## config.mk

```make
export PLATFORM = sky130hd
export DESIGN_NAME = alu_responder
export DESIGN_NICKNAME = d
export VERILOG_FILES = /design/src/rtl/alu_responder.sv
export SDC_FILE = /design/constraint.sdc
export NUM_CORES = 1
export LEC_CHECK = 0
export ABC_AREA = 1
export CAP_MARGIN = 20
export CORE_UTILIZATION = 54
export DETAILED_ROUTE_END_ITERATION = 16
export PLACE_DENSITY = 0.79
export SYNTH_ARGS = -nofsm -noshare
export SYNTH_HDL_FRONTEND = slang
export SYNTH_SLANG_ARGS = --single-unit
```

## constraint.sdc

```tcl
create_clock -name clk -period 1.94 [get_ports clk]
set_input_delay 0.388 -clock clk [delete_from_list [all_inputs] [get_ports clk]]
set_output_delay 0.388 -clock clk [all_outputs]
set_load 0.005 [all_outputs]
```

## src/rtl/alu_responder.sv

```systemverilog
// alu_responder: single-outstanding ALU behind valid/ready request and response handshakes.
// Shifts iterate one bit per cycle. All other operations respond in the cycle after accept.
module alu_responder (
  input  logic        clk,
  input  logic        rst_n,
  input  logic        req_valid,
  output logic        req_ready,
  input  logic [3:0]  aluop,
  input  logic [31:0] a,
  input  logic [31:0] b,
  output logic        rsp_valid,
  input  logic        rsp_ready,
  output logic [31:0] result,
  output logic        zero,
  output logic        rsp_err
);

  typedef enum logic [1:0] {IDLE, SHIFT, RESP} state_t;
  typedef enum logic [1:0] {SH_LL, SH_RL, SH_RA} shift_t;

  state_t      state, state_next;
  shift_t      kind, kind_in;
  logic [31:0] work, step, alu_res;
  logic [4:0]  count;
  logic        alu_err, is_shift, accept;

  // One-shot result for the non-iterating ops; a zero-length shift simply returns a.
  always_comb begin
    alu_res  = '0;
    alu_err  = 1'b0;
    is_shift = 1'b0;
    kind_in  = SH_LL;
    case (aluop)
      4'b0000: alu_res = a & b;
      4'b0001: alu_res = a | b;
      4'b0010: alu_res = a + b;
      4'b0011: alu_res = a ^ b;
      4'b0100: alu_res = ~(a | b);
      4'b0110: alu_res = a - b;
      4'b0111: alu_res = {31'd0, $signed(a) < $signed(b)};
      4'b1000: begin is_shift = 1'b1; alu_res = a; kind_in = SH_LL; end
      4'b1001: begin is_shift = 1'b1; alu_res = a; kind_in = SH_RL; end
      4'b1010: begin is_shift = 1'b1; alu_res = a; kind_in = SH_RA; end
      default: alu_err = 1'b1;
    endcase
  end

  always_comb begin
    case (kind)
      SH_RL:   step = {1'b0, work[31:1]};
      SH_RA:   step = {work[31], work[31:1]};
      default: step = {work[30:0], 1'b0};
    endcase
  end

  always_comb begin
    state_next = state;
    req_ready  = 1'b0;
    rsp_valid  = 1'b0;
    case (state)
      IDLE: begin
        req_ready = 1'b1;
        if (req_valid)
          state_next = (is_shift && b[4:0] != 5'd0) ? SHIFT : RESP;
      end
      SHIFT: if (count == 5'd1) state_next = RESP;
      RESP: begin
        rsp_valid = 1'b1;
        if (rsp_ready) state_next = IDLE;
      end
      default: state_next = IDLE;
    endcase
  end

  assign accept = req_valid && req_ready;
  assign zero   = (result == '0);

  always_ff @(posedge clk) begin
    if (!rst_n) state <= IDLE;
    else        state <= state_next;
  end

  // result is only written on entry to RESP, so it and zero stay frozen while a response waits.
  always_ff @(posedge clk) begin
    if (!rst_n) begin
      result  <= '0;
      rsp_err <= 1'b0;
      work    <= '0;
      count   <= '0;
      kind    <= SH_LL;
    end else begin
      case (state)
        IDLE: if (accept) begin
          rsp_err <= alu_err;
          if (is_shift && b[4:0] != 5'd0) begin
            work  <= a;
            count <= b[4:0];
            kind  <= kind_in;
          end else begin
            result <= alu_res;
          end
        end
        SHIFT: begin
          work  <= step;
          count <= count - 5'd1;
          if (count == 5'd1) result <= step;
        end
        default: ;
      endcase
    end
  end

endmodule

```

==> results, run 1 <==
- In the synthesized netlist, the number of instances is 1914.
- The floorplan step set the die width to 142 um.
- The minimum setup slack after placement is -1.02 ns.
- After synthesis, the largest family of logic cells by area is simple AND/OR/NAND/NOR gates.
- The number of nets in the synthesized netlist is 2100.
- The fraction of the mapped netlist area in compound gates is 20.2%.
- The last stage the flow got to is global routing.
- Measured along the y axis, the die boundary spans 142 um.
- The clock buffer count from CTS is 9.
- The clock drives 74 sinks.
- The part of the Yosys area used for sequential elements is 14.1%.
- The count of unique library cells instantiated by Yosys is 44.
- The number of warnings issued by yosys is 0.
- Detailed placement ended at an HPWL of 38.4 mm.
- The effective utilization at floorplan is 55.7%.
- The via count of the first global-routing pass is 18.3k.
- The first global-routing pass estimated 102 mm of wire.
- The area fraction of the dominant cell type after synthesis is 20.6%.
- Of the total synthesized cell area, the portion taken by full adders, half adders and majority gates is 13.7%.
- The largest total area in the synthesized netlist belongs to nand2_1.
- The clock passes through at most 2 buffers.
- Entering global routing, the biggest net connects 101 pins.
- The number of storage elements in the synthesis netlist is 74.
- The flow did not finish.
- In this run, placement finished with an instance count of 2580.
- In this run the mean area of a mapped cell was 5.50 sq um.
- Of the total synthesized cell area, the portion taken by AND, OR, NAND and NOR gates is 35.8%.
- During I/O placement, the number of pins put on the boundary was 108.
- The floorplan has 50 rows.
- The number of H-tree levels is 3.
- The congestion estimate from routability-driven global placement came to 1.10.
- In the post-synthesis netlist, the biggest area contributors are nand2_1 (21%), dfxtp_1 (14%), ha_1 (13%).
- The total grt overflow is 3.
- Measured against the total synthesized area, the mux share comes to 0%.
- The port buffer count is 107.
- The first error in the log reads "[ERROR GRT-0116] Global routing finished with congestion. Check the congestion regions in the DRC Viewer".
- The total standard cell area after synthesis is 10500 sq um.
- Clock tree synthesis selected as its root buffer the cell clkbuf_16.
- The parity-gate share of the synthesized area counting xor and xnor cells is 0.333%.
- The total routing usage reported by global routing is 66.8%.
## cells in the mapped netlist (all sizes together)
| cell | n |
|---|---|
| nor3 | 17 |
| nor2 | 148 |
| nand2 | 579 |
| o2111ai | 2 |
| dfxtp | 74 |
| a2111oi | 4 |
| nand3b | 2 |
| and2 | 1 |
| o211ai | 3 |
| nor4 | 12 |
| inv | 338 |
| nand3 | 139 |
| xnor2 | 1 |
| clkinv | 1 |
| o21ai | 122 |
| o22ai | 29 |
| xor2 | 3 |
| buf | 46 |
| nand4 | 17 |
| a31oi | 10 |
| clkbuf | 36 |
| o31ai | 1 |
| a32oi | 2 |
| a21oi | 176 |
| ha | 112 |
| o21bai | 7 |
| o221ai | 3 |
| fa | 2 |
| a221oi | 5 |
| a211oi | 22 |
## per-layer routing
| layer | GRT overflow | global-route usage, % |
|---|---|---|
| met5 | 0 | 9.77 |
| met4 | 1 | 69.6 |
| met3 | 0 | 40.3 |
| met2 | 2 | 91.7 |
| met1 | 0 | 67.0 |
## what timing repair did
item,in CTS
endpoints found under the setup margin,75
resized for setup,637
cloned,1
hold buffers,0
pin swaps,141
setup buffers,48
## metrics by stage
step	area (sq um)	setup TNS, ns
global placement	14600	-47.84
detailed placement	14600	-51.63
floorplan	10500	-0.0134
CTS	16900	-0.109
## logic make-up after synthesis
logic type               count (synthesis)
buffers and inverters                  421
flip-flops                              74
AND/OR/NAND/NOR                        915
adder cells (fa/ha/maj)                114
AO/OA/AOI/OAI                          386
XOR/XNOR                                 4
==> run 2: changes to the inputs <==
--- a/config.mk
+++ b/config.mk
@@ -7,9 +7,9 @@
 export LEC_CHECK = 0
 export ABC_AREA = 1
 export CAP_MARGIN = 20
-export CORE_UTILIZATION = 54
+export CORE_UTILIZATION = 40
 export DETAILED_ROUTE_END_ITERATION = 16
-export PLACE_DENSITY = 0.79
+export PLACE_DENSITY_LB_ADDON = 0.15
 export SYNTH_ARGS = -nofsm -noshare
 export SYNTH_HDL_FRONTEND = slang
 export SYNTH_SLANG_ARGS = --single-unit
==> constraint.sdc (replaced) <==
create_clock -name clk -period 2.5 [get_ports clk]
set_input_delay 0.5 -clock clk [delete_from_list [all_inputs] [get_ports clk]]
set_output_delay 0.5 -clock clk [all_outputs]
set_load 0.005 [all_outputs]
==> run 2 against run 1 <==
The run now ends clean. Synthesized area is the same. Synthesized cell count is the same.
==> results, run 2 <==
- The count of unique library cells instantiated by Yosys is 44 (unchanged).
- Clock-pin slew was measured on the worst setup and hold paths at 0.08 ns.
- In this run, the number of DRC markers left after iteration 0 of detailed routing was 1299.
- The number of warnings issued by yosys is 0 (unchanged).
- The share of total power dissipated in sequential elements is 22.9%.
- Global routing finished with a remaining overflow of 0.
- The category of the most critical setup path is input port to register.
- The placed instance count came to 2659 (+3.1%).
- Of the total power, the share spent switching nets is 41.6%.
- The area growth from synthesis to layout is 56.1%.
- The ratio of cells with drive above 1 in the final layout is 30.2%.
- The data arrival time of the worst path is 2.73 ns.
- The area fraction of the dominant cell type after synthesis is 20.6% (unchanged).
- The largest registers in the layout are result x32, work x32, count x5.
- The number of instances in the synthesized netlist is 1914 (unchanged).
- The part of the Yosys area used for sequential elements was 14.1% (unchanged).
- The dominant synthesized flop cell is dfxtp_1.
- For the final database, setup skew stands at 0.0159 ns.
- The chip width is 164 um (+16%).
- For the pin with the worst max-slew slack, the measured transition is 0.524 ns.
- The critical-path cell with the highest stage delay is clkdlybuf4s50_1.
- The number of H-tree levels is 3 (unchanged).
- The synthesized area per cell is 5.50 sq um (unchanged).
- The deepest clock path buffer count is 2 (unchanged).
- The category of the worst setup path launch point is an input port.
- In this run the worst path has a maximum fanout of 5.
- After the flow finishes, the layout carries non-filler instances totaling 2687.
- The flow ran to the end, and the final reports show no timing, DRC or antenna violations.
- The library cell with the largest summed area after synthesis is nand2_1.
- At the end of the flow, the number of nets in the layout was 2533.
- The share of synthesized flip-flops with an asynchronous set or reset is 0% (unchanged).
- The share of total power dissipated in the clock network is 22.6%.
- The weighted congestion at the end of routability-driven global placement came to 1.01 (-7.9%).
- The clock buffer count from CTS came to 9 (unchanged).
- VDD sags by at most 0.307 mV.
- The port buffer count is 107 (unchanged).
- The final number of setup-violating endpoints is 0.
- The top cell types in the final layout, fill and taps aside, are nand2_1 (494), buf_4 (368), inv_1 (289).
- The capturing element type of the critical path is a register.
- The number of diodes added for antenna fixing is 0.
- The endpoint required time on the critical path is 2.79 ns.
- The effective utilization at floorplan is 40.6% (-15 points).
- The setup slack of the worst register-to-register path is 0.55 ns.
- Once detail routing completed, the nets flagged for antenna violations numbered 0.
- The cell with the most instances on the worst path is nand2_1.
- Summed over all cells, the static leakage comes to 8.60 nW.
- Across all setup checks in the final design, the least slack found is 0.0563 ns.
- Dividing the final minimum period by the clock period gives 97.7%.
- The number of storage elements in the synthesis netlist came to 74 (unchanged).
- The post-detailed-routing wire length is 50.5 mm.
- The total half-perimeter wirelength after legalization and detailed placement is 40.5 mm (+5.4%).
- The final routed wire length divided by cell count is 18.8 um.
- The most repeated cell in the gate-level netlist after synthesis is nand2_1.
- The via count normalized by instance count is 5.32.
- The tool flagged a number of max-cap violations equal to 0.
- The time the final worst path needs with I/O delays and setup is 2.44 ns.
- Yosys attributes the largest share of cell area to nand2_1 (21%), dfxtp_1 (14%), ha_1 (13%).
- Entering global routing, the biggest net connects 101 pins.
- The top-level port count was 108 (unchanged).
- The via count of the first global-routing pass was 13.5k.
- The internal power is 0.00371 W.
- The placeable core area is 25900 sq um.
- CTS placed an instance of clkbuf_16 at the clock tree root.
- Summed over all nets, the switching power comes to 0.00264 W.
- The critical path goes through clkdlybuf4s50_1 -> inv_1 -> ha_4 -> nand2_1 -> inv_1 -> nand2_1 -> inv_1 -> nand2_1 -> nor2_1 -> nand2_2 -> nand3_1 -> nand3_2 -> nand3_2 -> nand2_1 -> a21oi_1.
- The number of nets in the synthesized netlist is 2100 (unchanged).
- The die covers 27000 sq um.
- The insertion delay to the later sink of the worst-skew pair is 0.36 ns.
- The CTS tree is done.
- The final-report max-slew violation count is 0.
- The CTS sink count is 74 (unchanged).
- The total standard cell area after synthesis is 10500 sq um (unchanged).
- The wire length of the first global-routing pass is 75.5 mm.
- For this run, the total global-route usage over all layers was measured as 37.1%.
- The kind of path behind the tightest hold check is register to register.
- For this run, the detailed router's first-pass iteration total came to 6.
- Setup repair after global routing could not meet its margin everywhere.
- The share of total power in combinational logic is 54.5%.
- The vias after detailed routing is 14.3k.
- For this design the ratio of total power to cell area is 387 nW/um^2.
- The floorplan row count is 59 (+18%).
- The die height is 164 um (+16%).
- The fmax is 0.409 GHz.
- The minimum setup slack after placement is -0.687 ns (+0.333 ns).
- The number of antenna violations at the first check in global routing is 3.
- The number of hold-slack violations in the final timing report is 0.
- The number of flops mapped to enable cells by yosys is 0 (unchanged).
- The longest individual stage delay on the worst path is 0.48 ns.
- Leaving out fill and tap cells, the most frequent cell in the layout is nand2_1.
- The tightest slew margin relative to the limit is 64.2%.
- The count of hold-fix buffers inserted at cts came to 0 (unchanged).
- The number of remaining DRC errors is 0.
- The commonest cells after synthesis are nand2_1 (577), inv_1 (331), a21oi_1 (176).
run 2: area by class of cell:
| cell class | instances | area [sq um] |
|---|---|---|
| clock buffer | 11 | 253 |
| sequential | 74 | 1480 |
| fill | 2485 | 9490 |
| clock inverter | 5 | 60.1 |
| multi-input combinational | 1419 | 8540 |
| timing repair buffer | 504 | 4400 |
| inverter | 339 | 1280 |
| tap | 335 | 419 |
run 2: worst paths after layout:
kind                        startpoint                 endpoint  cells past startpoint
setup / recovery                 b[22]  result[25]$_SDFFE_PN0P_                     15
hold / removal    kind[1]$_SDFFE_PN0P_     kind[1]$_SDFFE_PN0P_                      2
setup reg to reg  kind[0]$_SDFFE_PN0P_  result[11]$_SDFFE_PN0P_                      8
hold reg to reg   kind[1]$_SDFFE_PN0P_     kind[1]$_SDFFE_PN0P_                      2
run 2: metrics by stage:
stage          util, %  cell area, sq um  total power (W)  hold slack (ns)   TNS, ns
2_1_floorplan        -             10500          0.00282            0.451         0
3_3_place_gp      56.9             14700          0.00449            0.468    -22.05
6_report          63.4             16400          0.00635            0.491         0
5_1_grt           63.4             16400          0.00668            0.508    -0.175
4_1_cts           60.1             15600          0.00608            0.491  -0.00716
3_5_place_dp      56.9             14700          0.00450            0.482    -23.09
run 2: cell families (layout without fill, tap and decap cells):
| kind of cell | after synthesis | count (layout) | share of synthesized area [%] |
|---|---|---|---|
| compound gates | 386 | 386 | 20.2 |
| simple gates | 915 | 915 | 35.8 |
| fa+ha+maj | 114 | 114 | 13.7 |
| xor+xnor | 4 | 4 | 0.333 |
| buf+inv | 421 | 859 | 15.9 |
| flops | 74 | 74 | 14.1 |
run 2: power groups by stage:
stage / combinational, W / clock, W / sequential (W)
global route: 0.00373 / 0.00149 / 0.00147
finish: 0.00346 / 0.00144 / 0.00146
floorplan: 0.00138 / 0 / 0.00144
CTS: 0.00319 / 0.00144 / 0.00145
detailed placement: 0.00304 / 0 / 0.00147
global placement: 0.00303 / 0 / 0.00147
run 2: critical path, delay by kind of cell:
kind / cells / cell delay, ns
and+or+nand+nor: 9 / 1.00
buffers and inverters: 4 / 0.76
adders and majority gates: 1 / 0.32
AOI/OAI and AO/OA: 1 / 0.14
run 2: metal layers:
layer,share of wire [%],track usage [%],wire [um]
met4,5.5,17.8,2760
met2,48,64.8,24100
met3,5.1,3.11,2560
met1,42,45.6,21000
met5,0,0,0
run 2: repair_timing:
item	in CTS	in global routing
setup buffers	2	10
pin swaps	20	66
cloned	0	0
resized for setup	123	242
endpoints found under the setup margin	28	59
Power figures use the tool's default switching activity.
==> run 3: changes to the inputs <==
--- a/config.mk
+++ b/config.mk
@@ -8,6 +8,7 @@
 export ABC_AREA = 1
 export CAP_MARGIN = 20
 export CORE_UTILIZATION = 40
+export CTS_CLUSTER_DIAMETER = 100
 export DETAILED_ROUTE_END_ITERATION = 16
 export PLACE_DENSITY_LB_ADDON = 0.15
 export SYNTH_ARGS = -nofsm -noshare
==> results of run 3 <==
No change in the layout: final DEF, timing and power equal those of run 2.
